`src/rtl/vga_sync_gen.sv`:
```
// VGA pixel timing: free-running H/V counters to the frame buffer, with sync and
// blanking delayed to line up with the frame buffer's colour lookup latency.
module vga_sync_gen #(
   parameter int H_VISIBLE  = 640,
   parameter int H_FRONT    = 16,
   parameter int H_SYNC     = 96,
   parameter int H_BACK     = 48,
   parameter int V_VISIBLE  = 480,
   parameter int V_FRONT    = 10,
   parameter int V_SYNC     = 2,
   parameter int V_BACK     = 33,
   parameter int COLOUR_LAT = 2,
   parameter logic [5:0] FG_RGB = 6'b111111,
   parameter logic [5:0] BG_RGB = 6'b000000
) (
   input  logic       clk,
   input  logic       reset,
   output logic [9:0] counter_H,
   output logic [9:0] counter_V,
   input  logic       colour,
   output logic       h_sync,
   output logic       v_sync,
   output logic [5:0] rgb_out,
   output logic       frame_start,
   output logic       display_on
);

   localparam int H_TOTAL = H_VISIBLE + H_FRONT + H_SYNC + H_BACK;
   localparam int V_TOTAL = V_VISIBLE + V_FRONT + V_SYNC + V_BACK;

   localparam logic [9:0] H_LAST = 10'(H_TOTAL - 1);
   localparam logic [9:0] V_LAST = 10'(V_TOTAL - 1);
   localparam logic [9:0] H_VIS  = 10'(H_VISIBLE);
   localparam logic [9:0] V_VIS  = 10'(V_VISIBLE);
   localparam logic [9:0] HS_BEG = 10'(H_VISIBLE + H_FRONT);
   localparam logic [9:0] HS_END = 10'(H_VISIBLE + H_FRONT + H_SYNC - 1);
   localparam logic [9:0] VS_BEG = 10'(V_VISIBLE + V_FRONT);
   localparam logic [9:0] VS_END = 10'(V_VISIBLE + V_FRONT + V_SYNC - 1);
   localparam int         TAIL   = COLOUR_LAT - 1;

   typedef struct packed {
      logic vis;
      logic hs_n;
      logic vs_n;
   } flags_t;

   // Blanked, both syncs inactive.
   localparam flags_t IDLE = 3'b011;

   flags_t                  cur;
   flags_t [COLOUR_LAT-1:0] dly;

   always_ff @(posedge clk) begin
      if (!reset) begin
         counter_H <= '0;
         counter_V <= '0;
      end else if (counter_H == H_LAST) begin
         counter_H <= '0;
         counter_V <= (counter_V == V_LAST) ? 10'd0 : counter_V + 10'd1;
      end else begin
         counter_H <= counter_H + 10'd1;
      end
   end

   assign frame_start = (counter_H == 10'd0) && (counter_V == 10'd0);

   always_comb begin
      cur.vis  = (counter_H < H_VIS) && (counter_V < V_VIS);
      cur.hs_n = !((counter_H >= HS_BEG) && (counter_H <= HS_END));
      cur.vs_n = !((counter_V >= VS_BEG) && (counter_V <= VS_END));
   end

   // Flags ride alongside the frame buffer lookup; the last stage meets colour.
   always_ff @(posedge clk) begin
      if (!reset) begin
         for (int i = 0; i < COLOUR_LAT; i++) dly[i] <= IDLE;
         h_sync     <= 1'b1;
         v_sync     <= 1'b1;
         rgb_out    <= '0;
         display_on <= 1'b0;
      end else begin
         dly[0] <= cur;
         for (int i = 1; i < COLOUR_LAT; i++) dly[i] <= dly[i-1];
         h_sync     <= dly[TAIL].hs_n;
         v_sync     <= dly[TAIL].vs_n;
         display_on <= dly[TAIL].vis;
         rgb_out    <= dly[TAIL].vis ? (colour ? FG_RGB : BG_RGB) : 6'b0;
      end
   end

endmodule

```
`config.mk`:
```
export PLATFORM = sky130hd
export DESIGN_NAME = vga_sync_gen
export DESIGN_NICKNAME = d
export VERILOG_FILES = /design/src/rtl/vga_sync_gen.sv
export SDC_FILE = /design/constraint.sdc
export NUM_CORES = 1
export LEC_CHECK = 0
export CORE_AREA = 2 2 64 66
export DETAILED_ROUTE_END_ITERATION = 10
export DIE_AREA = 0 0 66 68
export SLEW_MARGIN = 10
export SYNTH_ARGS = -nofsm -noshare
export SYNTH_HDL_FRONTEND = slang
export SYNTH_SLANG_ARGS = --single-unit
```
`constraint.sdc`:
```
create_clock -name clk -period 2.05 [get_ports clk]
set_input_delay 0.41 -clock clk [delete_from_list [all_inputs] [get_ports clk]]
set_output_delay 0.41 -clock clk [all_outputs]
set_load 0.02 [all_outputs]
```
Yosys cells after proc, flatten, opt, wreduce, memory -nomap -nowiden
Cells that the tools add are included.
{"block": "word_totals", "regBits": 35, "input_bits": 3, "output_inout_bits": 30, "elab_cells": 35}
{"block": "classes", "add_sub_neg": 2, "n_lt_le_gt_ge": 6, "n_eq_ne": 2, "mux": 2, "n_bitwise": 1, "n_reduce_logical": 10}
{"op": "$add 10x1->10 const B", "count": 2}
{"op": "$eq 10x10->1 const B", "count": 2}
{"op": "$logic_not 10->1", "count": 2}
{"op": "$ge 10x10->1 const B", "count": 1}
{"op": "$ge 10x9->1 const B", "count": 1}
{"op": "$le 10x10->1 const B", "count": 1}
{"op": "$le 10x9->1 const B", "count": 1}
{"op": "$lt 10x10->1 const B", "count": 1}
{"op": "$lt 10x9->1 const B", "count": 1}
{"op": "$mux 10", "count": 1}
{"op": "$mux 6", "count": 1}
{"op": "$logic_and 1x1->1", "count": 4}
{"op": "$logic_not 1->1", "count": 2}
{"op": "$reduce_and 2->1", "count": 1}
{"op": "$reduce_or 2->1", "count": 1}
{"op": "$not 1->1", "count": 1}

Longest topological paths before layout
Gate-level depths: netlist of run 1.
{"block": "logic_depth", "ltp_word": 3, "depth_mapped": 6, "depth_no_buf": 6}

Least setup slack after synthesis of run 1
OpenSTA, ideal clock, no wires.
{"block": "synth_timing", "kind": "flip-flop to output port", "start": "reg counter_H[5]", "end": "out frame_start", "t_arrival_ns": 1.748, "t_required_ns": 1.640, "slack_ns": -0.108, "path_stages_with_launch": 5, "n_path_buf": 1, "path_cell_list": "dfxtp_1 -> buf_6 -> or3_4 -> or4_2 -> nor2_1"}
{"block": "synth_via", "elab_chain_cells": 2}
{"item": "start, declared", "line": "18", "text": "output logic [9:0] counter_H,"}
{"item": "start signal, assigned", "line": "61", "text": "counter_H <= counter_H + 10'd1;"}
{"item": "$logic_not 10->1", "line": "65", "text": "assign frame_start = (counter_H == 10'd0) && (counter_V == 10'd0);"}
{"item": "$logic_and 1x1->1", "line": "65"}
{"item": "end, declared", "line": "24", "text": "output logic frame_start,"}
Every way passes these cells.

Worst setup path in the final report of run 1
Ends and elaborated chain as after synthesis.

==> results of run 1 <==
==> power by group <==
part	leakage, nW	internal (mW)	switching (mW)
clock	0.0579	0.357	0.229
combinational	0.437	0.0471	0.0485
sequential	0.244	0.592	0.00370
==> cells in the mapped netlist <==
| cell type | number | area [sq um] |
|---|---|---|
| dfxtp_1 | 30 | 600.6 |
| nor2_1 | 15 | 56.30 |
| nand2_1 | 9 | 33.78 |
| nand3_1 | 9 | 45.04 |
| nand4_1 | 9 | 56.30 |
| xnor2_1 | 9 | 78.83 |
| inv_1 | 6 | 22.52 |
| o21ai_0 | 6 | 30.03 |
| and2_1 | 5 | 31.28 |
| buf_4 | 5 | 37.54 |
| clkbuf_1 | 5 | 18.77 |
| nand2b_1 | 5 | 31.28 |
| nor4_1 | 5 | 31.28 |
| and3_1 | 4 | 25.02 |
| ha_1 | 4 | 50.05 |
| or3_1 | 4 | 25.02 |
| xor2_1 | 4 | 35.03 |
| nor3_1 | 3 | 15.01 |
| a21oi_1 | 2 | 10.01 |
| buf_2 | 2 | 10.01 |
| nor2b_1 | 2 | 12.51 |
| nor4b_1 | 2 | 17.52 |
| a21oi_2 | 1 | 8.760 |
| and4_1 | 1 | 8.760 |
| buf_6 | 1 | 11.26 |
| clkbuf_2 | 1 | 5.000 |
| nand3b_1 | 1 | 7.510 |
| nand4b_1 | 1 | 8.760 |
| o21ai_1 | 1 | 5.000 |
| or3_4 | 1 | 11.26 |
| or4_2 | 1 | 8.760 |
| or4_4 | 1 | 11.26 |
| or4b_2 | 1 | 10.01 |
==> state kept, by name, summed over array words and instances, names as in the netlist <==
| signal | flops |
|---|---|
| display_on | 1 |
| h_sync | 1 |
| dly | 6 |
| counter_H | 10 |
| counter_V | 10 |
| v_sync | 1 |
| rgb_out | 1 |
==> critical path, delay by kind of cell (launching register included) <==
kind | cells | cell delay (ps)
buffers and inverters | 1 | 120
flip-flops | 1 | 320
AND/OR/NAND/NOR | 3 | 910
==> through the flow <==
stage          util, %  setup TNS (ps)  power, mW  hold slack [ps]  cell area (sq um)
6_report         51.40               0      1.277            407.5               1982
2_1_floorplan        -               0     0.6596            386.3               1381
3_3_place_gp     48.48          -332.2     0.6996            390.0               1869
3_5_place_dp     48.48          -348.0     0.7014            391.7               1869
4_1_cts          51.40          -1.334      1.286            408.4               1982
5_1_grt          51.40          -16.16      1.319            437.9               1982
==> layer usage <==
metal	routed length (um)	track usage (%)	vias to the layer above
met5	0	0	-
met4	54	6.378	0
met3	163	5.428	6
met2	1544	27.27	35
met1	1607	20.20	579
li1	-	-	626
==> logic make-up after synthesis <==
group | after synthesis | synth area share (%)
compound gates | 10 | 3.927
fa+ha+maj | 4 | 3.653
xor+xnor | 13 | 8.311
buf+inv | 20 | 7.671
simple gates | 79 | 32.60
flops | 30 | 43.84
==> worst max path at each step <==
stage | end | slack [ps] | cells past startpoint
floorplan | frame_start | 4 | 4
global route | frame_start | -20 | 4
detailed placement | frame_start | -350 | 4
CTS | frame_start | -1 | 4
finish | frame_start | 5 | 4
global placement | frame_start | -330 | 4
==> area by class of cell <==
type                       instances  share of cell area (%)
sequential                        30                   30.49
clock buffer                       5                   3.472
timing repair buffer              57                   25.69
inverter                           6                   1.136
clock inverter                     3                   2.020
tap                               50                   3.157
multi-input combinational        106                   34.03
==> what timing repair did <==
action                     in CTS  in global routing
setup endpoints to repair       1                  2
gates resized for setup         7                  1
pin swaps                       1                  0
hold endpoints to repair        0                  0
gates cloned                    0                  0
==> impl_metrics.json, run 1 <==
{
  "run_status": "complete, no violations",
  "max_cap_check_violation_count": 0,
  "preCtsSetupSlack_ps": -348.0,
  "r2r_start": "counter_H[5]",
  "regToRegSetupSlack_ps": 50,
  "ant_nets": 0,
  "flip_flop_and_latch_count_after_synthesis": 30,
  "crit_arrival_ps": 1630,
  "reg2reg_to": "counter_V[9]",
  "multiInputGateArea_sq_um": 674.4,
  "timing.final.ws_setup_ps": 5.471,
  "layout_commonest_cell": "clkdlybuf4s50_1",
  "pin_count": 33,
  "post-cts-setup-buffers": 0,
  "core_region_area_sq_um": 3856,
  "worst_setup_hold_path_clk_slew_ps": 70,
  "worst_clock_skew_ps": 4.714,
  "detail_route.first_pass.iterations": 4,
  "critPathLaunch": "counter_H[5]",
  "diodes": 0,
  "min_delay_worst_endpoint": "v_sync",
  "chipHeight_um": 68,
  "r2r.worst_path.cells": 5,
  "grt_pass1_wl_mm": 5.589,
  "gr-usage-all-layers_pct": 16.57,
  "synthesis.instances": 156,
  "total_wirelength_of_the_detailed_routed_design_mm": 3.370,
  "port_buffers": 32,
  "leakage_nw": 0.7393,
  "timing.critical_path.from_type": "flip-flop",
  "grt_setup_unrepaired": "true",
  "syn_to_layout_area_delta_pct": 44.66,
  "timing_worst_setup_path_type": "reg -> out",
  "worst_hold_path_cell_count": 1,
  "initial_utilization_pct": 35.53,
  "synth_area_sq_um": 1370,
  "rows": 23,
  "max_slew_margin_pct": 70.76,
  "distinct_cell_type_count_of_the_synthesized_netlist": 33,
  "gpl.final_weighted_congestion": 0.8916,
  "finalSetupViolCount": 0,
  "synth.yosys.warnings": 0,
  "cts_buf_count": 5,
  "clockRootBuffer": "clkbuf_8",
  "cts-htree-levels": 2,
  "grt_start_max_net_pins": 13,
  "tritoncts": "yes",
  "syn_area_per_cell_sq_um": 8.782,
  "post-route-min-period_ps": 2045,
  "p_per_area_nw_per_um2": 644.5,
  "drt_iter0_markers": 37,
  "critical-path-max-stage-delay_ps": 430,
  "grt_antenna_before_repair": 0,
  "stdcell_count": 257,
  "worstHoldStart": "dly[3]",
  "post_drt_via_cell_ratio": 4.848,
  "worst-endpoint-required_ps": 1640,
  "placed_cells": 249,
  "first_global_vias": 1209,
  "post_route_cells_drive_above_1_share_pct": 20.77,
  "cts-root-to-sink-buffers": 2,
  "max_clock_freq_mhz": 489.1,
  "final-max-slew-violation-count": 0,
  "mostFrequentLayoutCells": "clkdlybuf4s50_1, dfxtp_1, buf_4",
  "synth_sequential_area_ratio_pct": 43.84,
  "grt.overflow.total": 0,
  "layout_worst_path_cycle_share_pct": 99.73,
  "width_of_the_die_um": 66,
  "vias": 1246,
  "hpwl_reported_at_the_end_of_detailed_placement_mm": 2.525,
  "hold_viol": 0,
  "syn-num-nets": 163,
  "timing.critical_path.slowest_stage_cell": "or4_4",
  "num-fill-cells": 371,
  "max_slew.worst_pin.slew_ps": 434.6,
  "hp-class": "reg -> reg",
  "cts.sinks": 30,
  "critical_path.max_fanout": 2,
  "cts-hold-fix-buffers": 0,
  "nets": 213,
  "die_area_sq_um": 4488,
  "worst_setup_path_end_kind": "output pin",
  "power.ir.vdd_worst_mv": 0.4086,
  "drc_errors": 0,
  "worstPathCellList": "or3_4 > or4_4 > nor2_4 > buf_6",
  "avgRoutedWirePerCell_um": 13.11,
  "sequential_cell_area_sq_um": 604.3,
  "clock_insertion_delay_worst_skew_ps": 280
}
Power figures use the tool's default switching activity.
==> inputs of run 2 (changes only) <==
==> constraint.sdc (replaced) <==
create_clock -name clk -period 2.1 [get_ports clk]
set_input_delay 0.42 -clock clk [delete_from_list [all_inputs] [get_ports clk]]
set_output_delay 0.42 -clock clk [all_outputs]
set_load 0.02 [all_outputs]
==> run 2 against run 1 <==
  * Critical path depth unchanged
  * Largest power group unchanged
  * Flip-flop and latch count unchanged
  * First-iteration DRC count up 81%
  * Sequential power decreased by 2%
  * Power shrank 2.3%
  * Critical path type unchanged
  * Die area stayed put
  * Via count increased by 0.24%
  * Worst setup slack better by 45 ps
  * Sequential share of layout area is 0.11 points lower
  * Wire length is 1.8% lower
  * Core utilization shrank 0.13 points
==> impl_metrics.json, run 2 (synthesized netlist as in run 1, its figures left out) <==
{
  "run_status": "complete, no violations",
  "total_wirelength_of_the_detailed_routed_design_mm": 3.311,
  "drt_iter0_markers": 67,
  "max_slew.worst_pin.slew_ps": 386.5,
  "initial_utilization_pct": 35.53,
  "worst_hold_path_cell_count": 1,
  "finalSetupTns_ps": 0,
  "r2r.worst_path.cells": 5,
  "cts-hold-fix-buffers": 0,
  "core_region_area_sq_um": 3856,
  "regToRegSetupSlack_ps": 110,
  "worstHoldStart": "dly[1]",
  "max_cap_check_violation_count": 0,
  "post_drt_via_cell_ratio": 4.898,
  "clock_insertion_delay_worst_skew_ps": 280,
  "layout_worst_path_cycle_share_pct": 97.58,
  "cts-root-to-sink-buffers": 2,
  "leakage_nw": 0.7310,
  "clockRootBuffer": "clkbuf_8",
  "power.ir.vdd_worst_mv": 0.4974,
  "pin_count": 33,
  "max_clock_freq_mhz": 488.0,
  "timing_worst_setup_path_type": "reg -> out",
  "timing.critical_path.from_type": "flip-flop",
  "detail_route.first_pass.iterations": 4,
  "worst_clock_skew_ps": 11.56,
  "grt_antenna_before_repair": 0,
  "max_slew_margin_pct": 74.15,
  "holdWs_ps": 407.1,
  "ant_nets": 0,
  "min_delay_worst_endpoint": "dly[4]",
  "tritoncts": "yes",
  "p_per_area_nw_per_um2": 631.5,
  "diodes": 0,
  "fin_total_pwr_mw": 1.248,
  "width_of_the_die_um": 66,
  "final-max-slew-violation-count": 0,
  "critical_path.max_fanout": 2,
  "gpl.final_weighted_congestion": 0.8545,
  "first_global_vias": 1182,
  "cts-htree-levels": 2,
  "multiInputGateArea_sq_um": 676.9,
  "post-route-min-period_ps": 2049,
  "num-fill-cells": 377,
  "post_route_cells_drive_above_1_share_pct": 19.51,
  "grt_start_max_net_pins": 13,
  "r2r_start": "counter_H[5]",
  "cts.sinks": 30,
  "cts_buf_count": 5,
  "crit_arrival_ps": 1630,
  "sequential_cell_area_sq_um": 600.6,
  "post-cts-setup-buffers": 0,
  "worst_setup_path_end_kind": "output pin",
  "chipHeight_um": 68,
  "grt.overflow.total": 0,
  "worst-endpoint-required_ps": 1680,
  "die_area_sq_um": 4488,
  "layout_commonest_cell": "clkdlybuf4s50_1",
  "syn_to_layout_area_delta_pct": 44.29,
  "avgRoutedWirePerCell_um": 12.98,
  "grt_pass1_wl_mm": 5.395,
  "port_buffers": 32,
  "mostFrequentLayoutCells": "clkdlybuf4s50_1, dfxtp_1, buf_4",
  "grt_setup_unrepaired": "false",
  "gr-usage-all-layers_pct": 15.90,
  "vias": 1249,
  "finalSetupViolCount": 0,
  "drc_errors": 0,
  "rows": 23,
  "hpwl_reported_at_the_end_of_detailed_placement_mm": 2.474,
  "reg2reg_to": "counter_V[9]",
  "largestRegisters": "counter_H x10, counter_V x10, dly x6",
  "nets": 212,
  "worst_setup_hold_path_clk_slew_ps": 70,
  "hp-class": "reg -> reg",
  "hold_viol": 0
}
[run 2: cell count changes in the layout (fill, tap and decap cells not counted)]
cell | before | now
dfxtp_1 | 27 | 30
dfxtp_2 | 3 | 0
clkinv_2 | 2 | 0
buf_4 | 25 | 24
clkbuf_8 | 5 | 6
ha_1 | 4 | 3
ha_2 | 0 | 1
nor2_2 | 0 | 1
nor2_4 | 1 | 0
o21ai_0 | 5 | 6
o21ai_1 | 2 | 1
or3_1 | 4 | 3
or3_4 | 1 | 2
[run 2: area by class of cell]
cell class                      count  area share [%]
Inverter                            6           1.139
Clock buffer                        6           4.177
Tap cell                           50           3.165
Multi-Input combinational cell    106           34.24
Clock inverter                      1           1.519
Sequential cell                    30           30.38
Timing Repair Buffer               56           25.38
[run 2: how the worst max path moves through the flow]
| stage | start | endpoint | slack [ps] | depth (start not counted) |
|---|---|---|---|---|
| after CTS | counter_H[0] | counter_V[3] | 10 | 7 |
| after global routing | counter_H[5] | frame_start | 0.4 | 4 |
| final | counter_H[5] | frame_start | 50 | 4 |
| after global placement | counter_H[5] | frame_start | -230 | 4 |
| after detailed placement | counter_H[5] | frame_start | -240 | 4 |
| after floorplan | counter_H[5] | frame_start | 2 | 4 |
[run 2: report_power, final]
group / internal, mW / leakage (nW) / switching, mW / total (mW)
Sequential: 0.577 / 0.243 / 0.00440 / 0.582
Clock: 0.379 / 0.0573 / 0.198 / 0.577
Combinational: 0.0447 / 0.430 / 0.0445 / 0.0892
Total: 1.00 / 0.731 / 0.247 / 1.25
[run 2: metrics by stage]
stage	utilization [%]	instance area [sq um]	instances	setup slack (ps)
5_1_grt	51.27	1977	255	0.4181
3_5_place_dp	48.05	1853	248	-244.2
3_3_place_gp	48.05	1853	248	-233.1
4_1_cts	51.07	1969	255	10.90
2_1_floorplan	-	1373	156	2.302
6_report	51.27	1977	255	50.87
[run 2: worst max-delay path, cell delays in order (launching register included)]
cell and delay (ps):
dfxtp_1 310, or3_4 380, or4_4 420, nor2_2 130, buf_6 120
[run 2: timing repair]
action,4_1_cts,5_1_grt
hold endpoints to repair,0,0
pin swaps,1,1
resized for setup,7,2
endpoints found under the setup margin,1,10
[run 2: layer usage]
metal  track usage [%]  wire length, um
met1             20.51             1550
met2             26.14             1570
met3             3.783              165
met4             5.612               25
met5                 0                0
